File: config.mk
export PLATFORM = sky130hd
export DESIGN_NAME = pool_writeback
export DESIGN_NICKNAME = d
export VERILOG_FILES = /design/src/rtl/pool_pkg.sv /design/src/rtl/pool_wb_fifo.sv /design/src/rtl/pool_writeback.sv
export SDC_FILE = /design/constraint.sdc
export NUM_CORES = 2
export LEC_CHECK = 0
export BUFFER_PORTS_ARGS = -buffer_cell sky130_fd_sc_hd__buf_4
export CAP_MARGIN = 10
export CORE_ASPECT_RATIO = 0.5
export CORE_MARGIN = 2
export CORE_UTILIZATION = 35
export DETAILED_ROUTE_END_ITERATION = 8
export PLACE_DENSITY = 0.49
export SETUP_SLACK_MARGIN = 0.05
export SYNTH_ARGS = -nofsm -noshare
export SYNTH_HDL_FRONTEND = slang
export SYNTH_SLANG_ARGS = --single-unit
export TNS_END_PERCENT = 1
File: constraint.sdc
create_clock -name clk -period 40.8 [get_ports clk]
set_input_delay 6.12 -clock clk [delete_from_list [all_inputs] [get_ports clk]]
set_output_delay 6.12 -clock clk [all_outputs]
set_load 0.1 [all_outputs]
File: src/rtl/pool_pkg.sv
// Shared defaults and row type for the pooling write-back path.
package pool_pkg;

  localparam int unsigned PoolDataWidth = 16;
  localparam int unsigned PoolCol       = 32;

  // One full row: element j holds column j.
  typedef logic [PoolCol-1:0][PoolDataWidth-1:0] pool_row_t;

endpackage

File: src/rtl/pool_wb_fifo.sv
// Row-wide FIFO for the pooling write-back path; a push while full succeeds only when a pop
// happens in the same cycle.
module pool_wb_fifo #(
  parameter int unsigned Width = 8,
  parameter int unsigned Depth = 4
) (
  input  logic             clk,
  input  logic             nrst,
  input  logic             clear,
  input  logic             i_push,
  input  logic [Width-1:0] i_data,
  input  logic             i_pop,
  output logic             o_full,
  output logic             o_empty,
  output logic [Width-1:0] o_data
);

  localparam int unsigned PtrW = (Depth > 1) ? $clog2(Depth) : 1;

  logic [Width-1:0] r_mem [Depth];
  logic [PtrW-1:0]  r_wr_ptr;
  logic [PtrW-1:0]  r_rd_ptr;
  logic [PtrW:0]    r_count;

  logic w_push;
  logic w_pop;

  assign o_full  = (r_count == (PtrW + 1)'(Depth));
  assign o_empty = (r_count == '0);
  assign o_data  = r_mem[r_rd_ptr];

  assign w_pop  = i_pop && !o_empty;
  assign w_push = i_push && (!o_full || w_pop);

  function automatic logic [PtrW-1:0] ptr_next(input logic [PtrW-1:0] p);
    return (p == PtrW'(Depth - 1)) ? '0 : p + PtrW'(1);
  endfunction

  always_ff @(posedge clk or negedge nrst) begin
    if (!nrst) begin
      r_wr_ptr <= '0;
      r_rd_ptr <= '0;
      r_count  <= '0;
    end else if (clear) begin
      r_wr_ptr <= '0;
      r_rd_ptr <= '0;
      r_count  <= '0;
    end else begin
      if (w_push) r_wr_ptr <= ptr_next(r_wr_ptr);
      if (w_pop)  r_rd_ptr <= ptr_next(r_rd_ptr);
      unique case ({w_push, w_pop})
        2'b10:   r_count <= r_count + (PtrW + 1)'(1);
        2'b01:   r_count <= r_count - (PtrW + 1)'(1);
        default: r_count <= r_count;
      endcase
    end
  end

  // Storage needs no reset: the read side is only trusted while the FIFO is non-empty.
  always_ff @(posedge clk) begin
    if (w_push) r_mem[r_wr_ptr] <= i_data;
  end

endmodule

File: src/rtl/pool_writeback.sv
// Deskews per-column pooled values into whole rows and queues them for a ready/valid consumer.
// Build option: define POOL_WB_RELU_EN to clamp negative captured values to zero.
module pool_writeback
  import pool_pkg::*;
#(
  parameter int unsigned data_width = PoolDataWidth,
  parameter int unsigned col        = PoolCol,
  parameter int unsigned fifo_depth = 4,
  parameter int unsigned row_idx_w  = 8
) (
  input  logic                            clk,
  input  logic                            nrst,
  input  logic                            clear,
  input  logic [col-1:0]                  pool_done,
  input  logic [col-1:0][data_width-1:0]  pool_data,
  input  logic                            out_ready,
  output logic                            out_valid,
  output logic [col-1:0][data_width-1:0]  out_data,
  output logic [row_idx_w-1:0]            out_row_idx,
  output logic                            overflow,
  output logic                            busy
);

  localparam int unsigned RowW   = col * data_width;
  localparam int unsigned EntryW = RowW + row_idx_w;

  logic [col-1:0]                       r_par;
  logic [col-1:0][1:0]                  r_pend;
  logic [col-1:0][1:0][data_width-1:0]  r_slot;
  logic                                 r_complete;
  logic                                 r_cpar;
  logic                                 r_overflow;
  logic [row_idx_w-1:0]                 r_row_cnt;

  logic [col-1:0][data_width-1:0] w_cap_val;
  logic [col-1:0][data_width-1:0] w_row;
  logic [col-1:0]                 w_slot_clash;
  logic                           w_full;
  logic                           w_empty;
  logic                           w_pop;
  logic                           w_push_ok;
  logic                           w_drop;
  logic [EntryW-1:0]              w_head;

  always_comb begin
    w_cap_val    = '0;
    w_row        = '0;
    w_slot_clash = '0;
    for (int unsigned j = 0; j < col; j++) begin
`ifdef POOL_WB_RELU_EN
      w_cap_val[j] = pool_data[j][data_width-1] ? '0 : pool_data[j];
`else
      w_cap_val[j] = pool_data[j];
`endif
      w_row[j] = r_slot[j][r_cpar];
      // Writing an occupied slot is only safe if that slot is being drained on this same edge.
      w_slot_clash[j] = pool_done[j] && r_pend[j][r_par[j]] &&
                        !(r_complete && (r_cpar == r_par[j]));
    end
  end

  assign w_pop     = !w_empty && out_ready;
  assign w_push_ok = r_complete && (!w_full || w_pop);
  assign w_drop    = r_complete && w_full && !w_pop;

  always_ff @(posedge clk or negedge nrst) begin
    if (!nrst) begin
      r_par      <= '0;
      r_pend     <= '0;
      r_slot     <= '0;
      r_complete <= 1'b0;
      r_cpar     <= 1'b0;
      r_overflow <= 1'b0;
      r_row_cnt  <= '0;
    end else if (clear) begin
      r_par      <= '0;
      r_pend     <= '0;
      r_slot     <= '0;
      r_complete <= 1'b0;
      r_cpar     <= 1'b0;
      r_overflow <= 1'b0;
      r_row_cnt  <= '0;
    end else begin
      r_complete <= pool_done[col-1];
      r_cpar     <= r_par[col-1];
      for (int unsigned j = 0; j < col; j++) begin
        if (r_complete) r_pend[j][r_cpar] <= 1'b0;
        if (pool_done[j]) begin
          r_slot[j][r_par[j]] <= w_cap_val[j];
          r_pend[j][r_par[j]] <= 1'b1;
          r_par[j]            <= ~r_par[j];
        end
      end
      if ((|w_slot_clash) || w_drop) r_overflow <= 1'b1;
      if (w_push_ok) r_row_cnt <= r_row_cnt + row_idx_w'(1);
    end
  end

  pool_wb_fifo #(
    .Width (EntryW),
    .Depth (fifo_depth)
  ) u_fifo (
    .clk     (clk),
    .nrst    (nrst),
    .clear   (clear),
    .i_push  (r_complete),
    .i_data  ({w_row, r_row_cnt}),
    .i_pop   (w_pop),
    .o_full  (w_full),
    .o_empty (w_empty),
    .o_data  (w_head)
  );

  assign out_valid   = !w_empty;
  assign out_data    = w_empty ? '0 : w_head[EntryW-1:row_idx_w];
  assign out_row_idx = w_empty ? '0 : w_head[row_idx_w-1:0];
  assign overflow    = r_overflow;
  assign busy        = (|r_pend) || !w_empty;

endmodule

==> results.md <==
- Status: completed
- Clock transition at path regs: 0.06 ns
- R2r endpoint: u_fifo.r_mem[1][470]
- Share of cells above drive strength 1: 0.270
- IO Pins: 1071
- Setup crit end kind: primary output
- R2r worst-path depth: 8
- Starting Density: 0.351
- Worst hold path cell count: 1
- Placed insts: 14500
- Final min period: 11.45 ns
- Total die area: 376000 um2
- XOR/XNOR share of the synthesized area: 0.000608
- Syn_nets: 9482
- CP arrival: 5.33 ns
- GR Overflow Total: 0
- Initial antenna violation count: 124
- VDD IR max: 31.9 uV
- Num CTS Buffers: 310
- Setup bufs post-CTS: 0
- Vias in the first global route: 76100
- RSZ-0062 raised after global routing: false
- Compound-Gate Fraction of Synth Area: 0.0469
- Power per cell area: 51.3 nW/um2
- CP Class: reg2out
- Critical-path cell list: buf_4 -> buf_4 -> buf_4 -> mux4_2 -> and2_1 -> buf_4
- Final setup viols: 0
- Min-delay src: r_slot[997]
- Routed len/inst: 26.7 um
- Fin. max-slew vios: 0
- CP bufs+invs: 4
- Critical register-to-register path startpoint: r_complete
- Worst slew pin tran: 1.33 ns
- Post-synth ARST share: 0.354
- Worst skew pair latency: 0.91 ns
- Largest cells by area after synthesis: edfxtp_1 48%, dfrtp_1 22%, mux4_2 9.0%, nand2_1 6.0%, mux2_2 4.5%
- DRC violations left: 0
- R2R Setup Slk: 35.20 ns
- Slowest stage delay, CP: 0.89 ns
- TritonCTS clock tree: yes
- FP Rows: 158
- Largest net degree at the start of global routing: 206
- Most used flip-flop cell after synthesis: edfxtp_1
- Clk sinks: 3218
- Resize count post-CTS: 0
- Avg Cell Area, Syn: 14.5 um2
- Setup crit start kind: flop
- Mux contribution to synthesized area: 0.135
- Synth Instances: 8927
- HPWL Detailed: 261000 um
- GP Congestion: 0.785
- DR iter-0 viols: 6055
- Routed wire length: 403000 um
- Pre-Repair DR Iteration Count: 5
- Layout Utilization: 0.414
- CP max-delay cell: dfrtp_4
- Highest Clock Rate: 0.0874 GHz
- Register bit total from synthesis: 3218
- Syn-to-layout area delta: 18.1%
- Largest area contributor in the netlist: edfxtp_1
- Register area share after synthesis: 0.701
- CTS Hold Buffers Added: 0
- Post-synth EDFFs: 2080
- H-tree levels: 5
- Core Footprint: 370000 um2
- First-pass GRT wire length: 570000 um
- Hold slack: 0.497 ns
- Fin crit share: 0.281
- Slew margin rel.: 0.105
- Setup_tns: 0 ns
- Vias/cell: 5.04
- Most frequent cells in the layout: 2080 x edfxtp_1, 2079 x nand2_1, 1181 x buf_4
- Syn. warnings: 0
- Die X: 865 um
- Post-route insts no fill: 15100
- Clock Tree Buf Depth: 4
- Top cell by count, worst path: buf_4
- Final setup skew: 0.0539 ns
- Worst EP required: 34.68 ns
- IO buf count: 1070
- CTS Root Cell: clkbuf_16
- Yosys cell types: 44
- Nets@finish: 10400
- Top delay family on crit path: buffers and inverters
- Routed Antenna Nets: 0
- Placement Setup Slack: 29.67 ns
- Worst Hold End: r_slot[997]
- Pleak: 57.6 nW
- Adder-Cell Fraction of Synth Area: 0.000733
- Post-Syn Area: 130000 um2
- Vias: 76100
- Yosys top cell area share: 0.481
- Crit path max fanout: 42
- GRT Resource Usage Total: 0.208
- Commonest non-fill, non-tap cell in the layout: edfxtp_1
- Post-Synth Simple-Gate Area: 0.0970
- HP Class: reg2reg
- Final WS setup: 29.35 ns
- Critical path depth in cells: 6
- Die height: 435 um
- Main combinational cell family by area after synthesis: multiplexers
- Maxcap violations: 0
- Hold Violations, Final: 0
## cell type report
| cell class | count | area, um2 |
|---|---|---|
| sequential | 3218 | 90900 |
| timing repair buffer | 1196 | 9170 |
| inverter | 7 | 33.8 |
| clock inverter | 121 | 1390 |
| tap | 4960 | 6210 |
| fill | 34300 | 217000 |
| antenna | 55 | 138 |
| clock buffer | 445 | 8870 |
| multi-input combinational | 5109 | 36400 |
## cells by family (layout without fill, tap and decap cells)
kind of cell / after synthesis / after routing
xor+xnor: 9 / 9
fa+ha+maj: 7 / 7
buf+inv: 600 / 1769
compound gates: 1184 / 1184
mux: 1038 / 1038
simple gates: 2871 / 2871
other cells: 0 / 55
flops: 3218 / 3218
## worst max-delay path by stage
stage                             startpoint  slack, ns                   end
after detailed placement           out_ready      29.67  u_fifo.r_mem[1][473]
after global routing      u_fifo.r_rd_ptr[0]      28.77         out_data[262]
final                     u_fifo.r_rd_ptr[0]      29.35         out_data[258]
after CTS                 u_fifo.r_rd_ptr[0]      29.02         out_data[130]
after global placement             out_ready      29.73  u_fifo.r_mem[1][477]
after floorplan                    out_ready      21.42    u_fifo.r_mem[0][0]
## synthesized netlist by cell type, types with 2 or more instances
| library cell | n |
|---|---|
| nor3_1 | 3 |
| mux2i_1 | 4 |
| buf_1 | 47 |
| a22o_1 | 16 |
| inv_1 | 6 |
| nor2b_1 | 34 |
| and2_1 | 556 |
| buf_2 | 109 |
| a31oi_1 | 4 |
| and3_1 | 2 |
| o21ai_0 | 19 |
| nand2b_1 | 63 |
| xor2_1 | 5 |
| nand3b_1 | 9 |
| mux4_2 | 520 |
| nor4_1 | 17 |
| nor2_1 | 62 |
| ha_1 | 6 |
| nand4_1 | 10 |
| edfxtp_1 | 2080 |
| o211ai_1 | 3 |
| a22oi_1 | 7 |
| nand3_1 | 30 |
| xnor2_1 | 4 |
| a21oi_1 | 1111 |
| mux2_2 | 514 |
| a2111oi_2 | 3 |
| dfrtp_1 | 1138 |
| or3_1 | 3 |
| o21ai_1 | 7 |
| a21boi_1 | 9 |
| clkbuf_1 | 434 |
| nand2_1 | 2079 |
| buf_6 | 3 |
## sequential cells by signal (all words and copies together) (netlist names)
signal	cells
r_par	32
r_row_cnt	8
u_fifo.r_wr_ptr	2
r_pend	64
r_complete	1
r_cpar	1
u_fifo.r_rd_ptr	2
u_fifo.r_mem	2080
r_slot	1024
u_fifo.r_count	3
overflow	1
## worst reg2reg max path, cell delays in order, from the launching register on
cell and delay [ns]:
dfrtp_1 0.62, inv_1 0.28, a31oi_1 0.22, buf_4 0.23
and2_4 0.81, buf_4 0.69, buf_4 0.73, buf_4 0.88
buf_4 0.72
## per-layer routing
| metal | global-route usage | wire length (um) | vias up |
|---|---|---|---|
| met5 | 0 | 29 | - |
| met4 | 0.0838 | 16500 | 4 |
| met3 | 0.0247 | 13900 | 637 |
| met2 | 0.373 | 213000 | 1700 |
| met1 | 0.257 | 159000 | 39700 |
| li1 | - | - | 34100 |
## per-stage QoR
step	area (um2)	power, mW
final	153000	7.85
after global routing	153000	8.13
after CTS	153000	7.96
after detailed placement	143000	4.97
after global placement	143000	4.96
after floorplan	130000	4.58
## where the power goes
| group | switching [mW] | internal, mW | total [mW] | leakage [nW] |
|---|---|---|---|---|
| logic | 0.917 | 0.323 | 1.24 | 17.3 |
| registers | 0.0473 | 3.59 | 3.64 | 35.3 |
| clock network | 1.30 | 1.68 | 2.98 | 5.02 |
Power figures use the tool's default switching activity.
